$ cat config.mk
export PLATFORM = sky130hd
export DESIGN_NAME = pc_fetch_unit
export DESIGN_NICKNAME = d
export VERILOG_FILES = /design/src/rtl/pc_fetch_unit.sv
export SDC_FILE = /design/constraint.sdc
export NUM_CORES = 1
export LEC_CHECK = 0
export BUFFER_PORTS_ARGS = -buffer_cell sky130_fd_sc_hd__buf_2
export CORE_UTILIZATION = 62
export CTS_BUF_LIST = sky130_fd_sc_hd__clkbuf_4 sky130_fd_sc_hd__clkbuf_8
export CTS_CLUSTER_DIAMETER = 60
export DETAILED_ROUTE_END_ITERATION = 16
export PLACE_DENSITY_LB_ADDON = 0.08
export RECOVER_POWER = 100
export SLEW_MARGIN = 10
export SYNTH_ARGS = -nofsm -noshare
export SYNTH_HDL_FRONTEND = slang
export SYNTH_SLANG_ARGS = --single-unit
$ cat constraint.sdc
create_clock -name clk -period 5.75 [get_ports clk]
set_input_delay 0.575 -clock clk [delete_from_list [all_inputs] [get_ports clk]]
set_output_delay 0.575 -clock clk [all_outputs]
set_load 0.01 [all_outputs]
$ cat src/rtl/pc_fetch_unit.sv
// pc_fetch_unit: owns the program counter and the IF/ID pipeline register.
// Issues single-outstanding fetches on a req/ack instruction bus, buffers one
// extra response in a skid entry when decode stalls, and redirects on jump
// while discarding any fetch already in flight.
module pc_fetch_unit #(
   parameter logic [31:0] RESET_ADDR = 32'h0000_0000,
   parameter logic [31:0] NOP_INST   = 32'h0000_0013
) (
   input  logic        clk,
   input  logic        rst_n,
   input  logic        jump_flag_in,
   input  logic [31:0] jump_addr_in,
   input  logic        hold_flag_in,
   input  logic        id_stall_in,
   output logic        ibus_req_out,
   output logic [31:0] ibus_addr_out,
   input  logic        ibus_ack_in,
   input  logic [31:0] ibus_rdata_in,
   output logic        id_valid_out,
   output logic [31:0] id_pc_out,
   output logic [31:0] id_inst_out,
   output logic [31:0] pc_out
);

   typedef enum logic [1:0] {
      BOOT  = 2'd0,
      FETCH = 2'd1,
      FULL  = 2'd2,
      DRAIN = 2'd3
   } state_t;

   state_t      state_q, state_d;
   logic [31:0] pc_q, pc_d;
   logic [31:0] reqAddr_q, reqAddr_d;
   logic        idValid_q, idValid_d;
   logic [31:0] idPc_q, idPc_d;
   logic [31:0] idInst_q, idInst_d;
   logic        skidValid_q, skidValid_d;
   logic [31:0] skidPc_q, skidPc_d;
   logic [31:0] skidInst_q, skidInst_d;

   logic        reqActive;
   logic        ackSeen;
   logic        consume;
   logic [31:0] pcInc;
   logic [31:0] jumpTarget;

   // A request is outstanding in FETCH and DRAIN; an ack outside them is noise.
   always_comb begin
      reqActive  = (state_q == FETCH) || (state_q == DRAIN);
      ackSeen    = ibus_ack_in && reqActive;
      consume    = idValid_q && !id_stall_in;
      pcInc      = pc_q + 32'd4;
      jumpTarget = {jump_addr_in[31:2], 2'b00};
   end

   // Next-state logic: jump beats hold, hold beats the stall/consume handshake.
   always_comb begin
      state_d     = state_q;
      pc_d        = pc_q;
      reqAddr_d   = reqAddr_q;
      idValid_d   = idValid_q;
      idPc_d      = idPc_q;
      idInst_d    = idInst_q;
      skidValid_d = skidValid_q;
      skidPc_d    = skidPc_q;
      skidInst_d  = skidInst_q;

      if (jump_flag_in) begin
         pc_d        = jumpTarget;
         idValid_d   = 1'b0;
         idPc_d      = 32'd0;
         idInst_d    = NOP_INST;
         skidValid_d = 1'b0;
         skidPc_d    = 32'd0;
         skidInst_d  = NOP_INST;
         case (state_q)
            FETCH, DRAIN: begin
               if (ackSeen) begin
                  state_d   = FETCH;
                  reqAddr_d = jumpTarget;
               end else begin
                  state_d   = DRAIN;
               end
            end
            default: begin
               state_d   = FETCH;
               reqAddr_d = jumpTarget;
            end
         endcase
      end else begin
         if (hold_flag_in) begin
            idValid_d   = 1'b0;
            idPc_d      = 32'd0;
            idInst_d    = NOP_INST;
            skidValid_d = 1'b0;
            skidPc_d    = 32'd0;
            skidInst_d  = NOP_INST;
         end else if (consume) begin
            idValid_d   = 1'b0;
            idPc_d      = 32'd0;
            idInst_d    = NOP_INST;
         end

         case (state_q)
            BOOT: begin
               state_d   = FETCH;
               reqAddr_d = pc_q;
            end
            FETCH: begin
               if (ackSeen) begin
                  pc_d = pcInc;
                  if (hold_flag_in) begin
                     reqAddr_d = pcInc;
                  end else if (!idValid_q || consume) begin
                     idValid_d = 1'b1;
                     idPc_d    = reqAddr_q;
                     idInst_d  = ibus_rdata_in;
                     reqAddr_d = pcInc;
                  end else begin
                     skidValid_d = 1'b1;
                     skidPc_d    = reqAddr_q;
                     skidInst_d  = ibus_rdata_in;
                     state_d     = FULL;
                  end
               end
            end
            FULL: begin
               if (hold_flag_in) begin
                  state_d   = FETCH;
                  reqAddr_d = pc_q;
               end else if (consume) begin
                  idValid_d   = skidValid_q;
                  idPc_d      = skidPc_q;
                  idInst_d    = skidInst_q;
                  skidValid_d = 1'b0;
                  skidPc_d    = 32'd0;
                  skidInst_d  = NOP_INST;
                  state_d     = FETCH;
                  reqAddr_d   = pc_q;
               end
            end
            DRAIN: begin
               if (ackSeen) begin
                  state_d   = FETCH;
                  reqAddr_d = pc_q;
               end
            end
            default: begin
               state_d = BOOT;
            end
         endcase
      end
   end

   // State, PC, request address, IF/ID and skid registers with async reset.
   always_ff @(posedge clk or negedge rst_n) begin
      if (!rst_n) begin
         state_q     <= BOOT;
         pc_q        <= RESET_ADDR;
         reqAddr_q   <= 32'd0;
         idValid_q   <= 1'b0;
         idPc_q      <= 32'd0;
         idInst_q    <= NOP_INST;
         skidValid_q <= 1'b0;
         skidPc_q    <= 32'd0;
         skidInst_q  <= NOP_INST;
      end else begin
         state_q     <= state_d;
         pc_q        <= pc_d;
         reqAddr_q   <= reqAddr_d;
         idValid_q   <= idValid_d;
         idPc_q      <= idPc_d;
         idInst_q    <= idInst_d;
         skidValid_q <= skidValid_d;
         skidPc_q    <= skidPc_d;
         skidInst_q  <= skidInst_d;
      end
   end

   // All outputs come straight from registers so they are glitch-free.
   always_comb begin
      ibus_req_out  = reqActive;
      ibus_addr_out = reqAddr_q;
      id_valid_out  = idValid_q;
      id_pc_out     = idPc_q;
      id_inst_out   = idInst_q;
      pc_out        = pc_q;
   end

endmodule
Word-level counts from Yosys, hierarchy flattened
Cells that the tools add are included. W data, S select, Z words.

Flip-flop bits (word level): 196. Bits in latches: 0. Bits in writable memories: 0. Memory bits (read-only): 0. Input bits: 70. Word-level logic and storage cells: 107. Memories kept: 0.

Add/subtract/negate cells: 1. Multiply operators: 0. Divide/modulo/power cells: 0. Order comparisons: 0. Equal/unequal tests: 10. Shifts and indexed selects: 0. Multiplexer cells: 74. Bitwise operators: 0. Reductions and logical operators: 13.

Operator list (number): $mux W32 (42); $pmux W32 S2 (4); $pmux W32 S4 (1); $add A32 B3 Y32 const B (1); $mux W2 (9); $mux W1 (15); $ne A3 B3 Y1 const B (5); $reduce_and A5 Y1 (2); $pmux W2 S4 (1); $eq A2 B2 Y1 const B (2); $ne A4 B3 Y1 const B (1); $ne A4 B4 Y1 const B (1); $pmux W1 S2 (2); $reduce_bool A2 Y1 (2); $eq A2 B1 Y1 const B (1); $logic_and A1 B1 Y1 (2); $logic_not A1 Y1 (2); $logic_not A2 Y1 (1); $logic_or A1 B1 Y1 (2); $reduce_and A2 Y1 (1); $reduce_or A2 Y1 (1).

Longest topological paths before layout
Word-level depth: 9. Gate-level depth with buffers: 11. Gate-level depth less buffers: 7.

Worst setup path after synthesis
OpenSTA, ideal clock, no wires.

Kind: register to register. Start: register state_q[0]. End: register idPc_q[13] (netlist: id_pc_out[13]). Library setup time: 0.132 ns. Data arrival time: 1.919 ns. Required time: 5.618 ns. Slack: 3.699 ns. Stages on the path, launching flop included: 11. Cells stage by stage: dfrtp_1 -> ha_1 -> buf_2 -> and2_0 -> and3_1 -> buf_2 -> buf_2 -> buf_2 -> a22oi_1 -> a2bb2oi_1 -> nor2_1.

Cells in the longest elaborated chain, start to end: 6.

Ends and longest elaborated chain: from (decl) (line 32) `state_t state_q, state_d;`; from (signal assigned) (line 169) `state_q <= state_d;`; $eq A2 B1 Y1 or $eq A2 B2 Y1 (tied branches) (line 50, 105); $logic_or A1 B1 Y1 (line 50) `reqActive = (state_q == FETCH) || (state_q == DRAIN);`; $logic_and A1 B1 Y1 (line 51) `ackSeen = ibus_ack_in && reqActive;`; $mux W32 (line 111) `if (ackSeen) begin`; $pmux W32 S2 * (line 105) `case (state_q)`; $mux W32 * (line 69) `if (jump_flag_in) begin`; net idPc_d[13] (line 36) `logic [31:0] idPc_q, idPc_d;`; to (signal assigned) (line 173) `idPc_q <= idPc_d;`; to (decl) (line 36).

The timed path passes the listed nets; every way through them passes the cells marked *. A chain may end at the register's enable or synchronous reset.

Worst setup path in the final report
Start: register state_q[1]. End: register skidPc_q[25].

Cells in the longest elaborated chain, start to end: 6.

Ends and longest elaborated chain: $eq A2 B1 Y1 or $eq A2 B2 Y1 (tied branches) (line 50, 105); $logic_or A1 B1 Y1 (line 50); $logic_and A1 B1 Y1 (line 51); $mux W32 (line 111); $pmux W32 S2 * (line 105); $mux W32 * (line 69); net skidPc_d[25] (line 39) `logic [31:0] skidPc_q, skidPc_d;`; to (signal assigned) (line 176) `skidPc_q <= skidPc_d;`; to (decl) (line 39).

Marked as above.

==> results.json <==
{
  "status": "finished, violations left",
  "violations": "capacitance limit, slew limit",
  "initial_utilization": 0.639,
  "synth_enable_flop_cells": 0,
  "die-width_um": 130,
  "worst_setup_path_end_kind": "register",
  "period_minus_slack_ns": 4.25,
  "synthTopCellsByArea": "dfrtp_1, a22oi_1, nor2_1, nand2_1, a2bb2oi_1",
  "synthCells": 1091,
  "p_leak_nw": 4.70,
  "antennaDiodeCount": 0,
  "syn_to_final_growth_pct": 11.3,
  "ys.flop_type": "dfrtp_1",
  "std_cell_rows": 46,
  "postCtsSetupRepairBufs": 0,
  "grt_pass1_vias": 8531,
  "seq_area_frac_synth": 0.475,
  "setup_tns_ns": 0,
  "cts-resized-gates": 0,
  "cts_tree": "done",
  "max-slew-margin-rel": -1.05,
  "gp_congestion": 0.887,
  "drcViolationCount": 0,
  "port_buffers": 195,
  "p_total_w": 0.00429,
  "power_density_nw_per_um2": 378,
  "drt_iter0_markers": 1016,
  "cts.sinks": 193,
  "worst-path-max-fanout": 31,
  "die-area_sq_um": 16900,
  "syn-cell-area_sq_um": 10200,
  "rsz0062_at_grt": "no",
  "clockBufferDepth": 2,
  "ctsHoldBuffers": 0,
  "tightest_slew_ns": 3.08,
  "irDropWorstVdd_v": 0.000319,
  "fmax_mhz": 235,
  "synthArstFlopShare": 1.00,
  "cp.required_ns": 6.04,
  "drt-total-wl_um": 28500,
  "synth_top_area_share": 0.460,
  "numCtsBuffers": 17,
  "final_cells": 1449,
  "placed_cells": 1417,
  "crit_type": "register to register",
  "fill_cells": 1321,
  "cp-start-kind": "register",
  "fin_nets": 1294,
  "slowest_delay_ns": 1.19,
  "ctsRootBufferMaster": "clkbuf_8",
  "yosys_warnings": 0,
  "critical-path-slowest-cell": "clkbuf_1",
  "core_region_area_sq_um": 15900,
  "drv_slew": 158,
  "grt_use_total": 0.339,
  "drive_gt1_frac": 0.115,
  "viasPerCell": 6.41,
  "clk_latency_ns": 0.48,
  "yosysUniqueCellTypes": 67,
  "via_count": 9284,
  "max-cap-violations": 4,
  "antenna_found_initial": 0,
  "arrival_ns": 4.54,
  "hold_viol_final": 0,
  "holdWs_ns": 0.113,
  "min_path_type": "input port to asynchronous set/reset pin",
  "grt.overflow.total": 0,
  "grt_first_pass_wirelength_um": 44400,
  "crit_path_frequent_cell": "clkbuf_1",
  "antenna_left": 0,
  "synth_seq_cells": 193,
  "path_cells": "inv_1, ha_1, clkbuf_1, o2111ai_1, clkbuf_1, or3_1, nand2_1, a22oi_1, o22ai_1",
  "synth_area_leader_cell": "dfrtp_1",
  "place_hpwl_um": 18400,
  "io_pins": 200,
  "min_period_over_period": 0.739,
  "cp_top_family": "buffers and inverters",
  "path_clk_slew_ns": 0.10,
  "crit_buf_inv": 3,
  "skew_ns": 0.0159,
  "grt_max_degree": 88,
  "htree_levels": 4,
  "setup_viol": 0,
  "routedWlPerCell_um": 19.7,
  "die_y_um": 130,
  "synth_area_per_cell_sq_um": 9.33,
  "dr.pass1.iters": 6
}
## layout make-up
cell class	instances	area, sq um	share of cell area
Clock buffer	18	241	0.0213
Clock inverter	14	153	0.0135
Inverter	13	48.8	0.00431
Multi-Input combinational cell	786	4870	0.430
Sequential cell	193	4840	0.427
Tap cell	216	270	0.0239
Timing Repair Buffer	209	912	0.0805
## final timing paths
check | startpoint | endpoint | slack (ns) | cells past startpoint
max in group asynchronous | rst_n | id_pc_out[28] | 2.30 | 2
worst min register to register | id_inst_out[21] | id_inst_out[21] | 0.53 | 2
min in group clk | jump_addr_in[25] | pc_out[25] | 0.32 | 3
worst min-delay path | rst_n | id_inst_out[2] | 0.11 | 1
worst max register to register | state_q[1] | skidPc_q[25] | 1.50 | 9
worst max-delay path | state_q[1] | skidPc_q[25] | 1.50 | 9
## cell usage after synthesis (3+ instances only)
| master | instances |
|---|---|
| nand2b_1 | 6 |
| or3_1 | 7 |
| o22ai_1 | 29 |
| xnor2_1 | 29 |
| nand3_1 | 19 |
| and4_1 | 5 |
| o21ai_0 | 32 |
| buf_1 | 5 |
| xor2_1 | 17 |
| a21oi_1 | 34 |
| buf_2 | 36 |
| clkbuf_1 | 51 |
| a22oi_1 | 119 |
| a21o_1 | 5 |
| a31oi_1 | 5 |
| ha_1 | 4 |
| nor3b_1 | 3 |
| o31ai_1 | 7 |
| a2bb2oi_1 | 35 |
| nor2_1 | 153 |
| o31a_1 | 4 |
| inv_1 | 9 |
| mux2i_1 | 3 |
| nand4_1 | 13 |
| buf_4 | 7 |
| o211ai_1 | 4 |
| a211oi_1 | 7 |
| or4_1 | 4 |
| a22o_1 | 24 |
| and3_1 | 9 |
| dfstp_2 | 6 |
| mux2_2 | 14 |
| a21boi_0 | 4 |
| nor4_1 | 10 |
| nor3_1 | 13 |
| nor2b_1 | 27 |
| nand2_1 | 103 |
| dfrtp_1 | 187 |
## layer usage
metal | vias up | track usage | wire (um)
met4 | 0 | 0.118 | 676
met5 | - | 0 | 0
met1 | 4502 | 0.475 | 11700
li1 | 4216 | - | -
met2 | 508 | 0.530 | 13400
met3 | 58 | 0.0627 | 2770
## flip-flops by register name, indices dropped and copies added, names as in the netlist
name,flops
skidInst_q,32
skidValid_q,1
skidPc_q,32
id_pc_out,32
id_inst_out,32
id_valid_out,1
pc_out,30
ibus_addr_out,31
state_q,2
## report_power, final
group	internal (W)	switching, W
combinational	0.000528	0.00104
sequential	0.00155	0.000287
clock	0.000362	0.000521
## layout by cell type (no fill, tap or decap), types with 6 or more instances in the layout
| cell | n |
|---|---|
| a211oi_1 | 7 |
| a21oi_1 | 34 |
| a22o_1 | 24 |
| a22oi_1 | 119 |
| a2bb2oi_1 | 35 |
| and3_1 | 8 |
| buf_2 | 67 |
| buf_4 | 9 |
| clkbuf_1 | 132 |
| clkbuf_8 | 18 |
| dfrtp_1 | 187 |
| inv_1 | 9 |
| mux2_2 | 14 |
| nand2_1 | 103 |
| nand2b_1 | 6 |
| nand3_1 | 19 |
| nand4_1 | 13 |
| nor2_1 | 151 |
| nor2b_1 | 27 |
| nor3_1 | 14 |
| nor4_1 | 10 |
| o21ai_0 | 33 |
| o22ai_1 | 29 |
| o31ai_1 | 7 |
| or3_1 | 7 |
| xnor2_1 | 29 |
| xor2_1 | 17 |
## kinds of logic after synthesis
family | share of synthesized area
flip-flops | 0.475
multiplexers | 0.0184
AND/OR/NAND/NOR | 0.178
AO/OA/AOI/OAI | 0.234
XOR/XNOR | 0.0396
buffers and inverters | 0.0488
adder cells (fa/ha/maj) | 0.00492
other | 0.000368
## worst reg2reg max path, delay by kind of cell, from the launching register on
kind	cells	cell delay, ns
buffers and inverters	3	1.77
AND/OR/NAND/NOR	2	0.98
AO/OA/AOI/OAI	3	0.71
flip-flops	1	0.41
adder cells (fa/ha/maj)	1	0.19
## stage by stage
stage	setup slack [ns]	utilization	area (sq um)
2_1_floorplan	3.70	-	10200
3_3_place_gp	2.30	0.699	11100
3_5_place_dp	2.22	0.699	11100
4_1_cts	2.57	0.724	11500
5_1_grt	1.21	0.711	11300
6_report	1.50	0.711	11300
(Power assumes the default switching activity.)
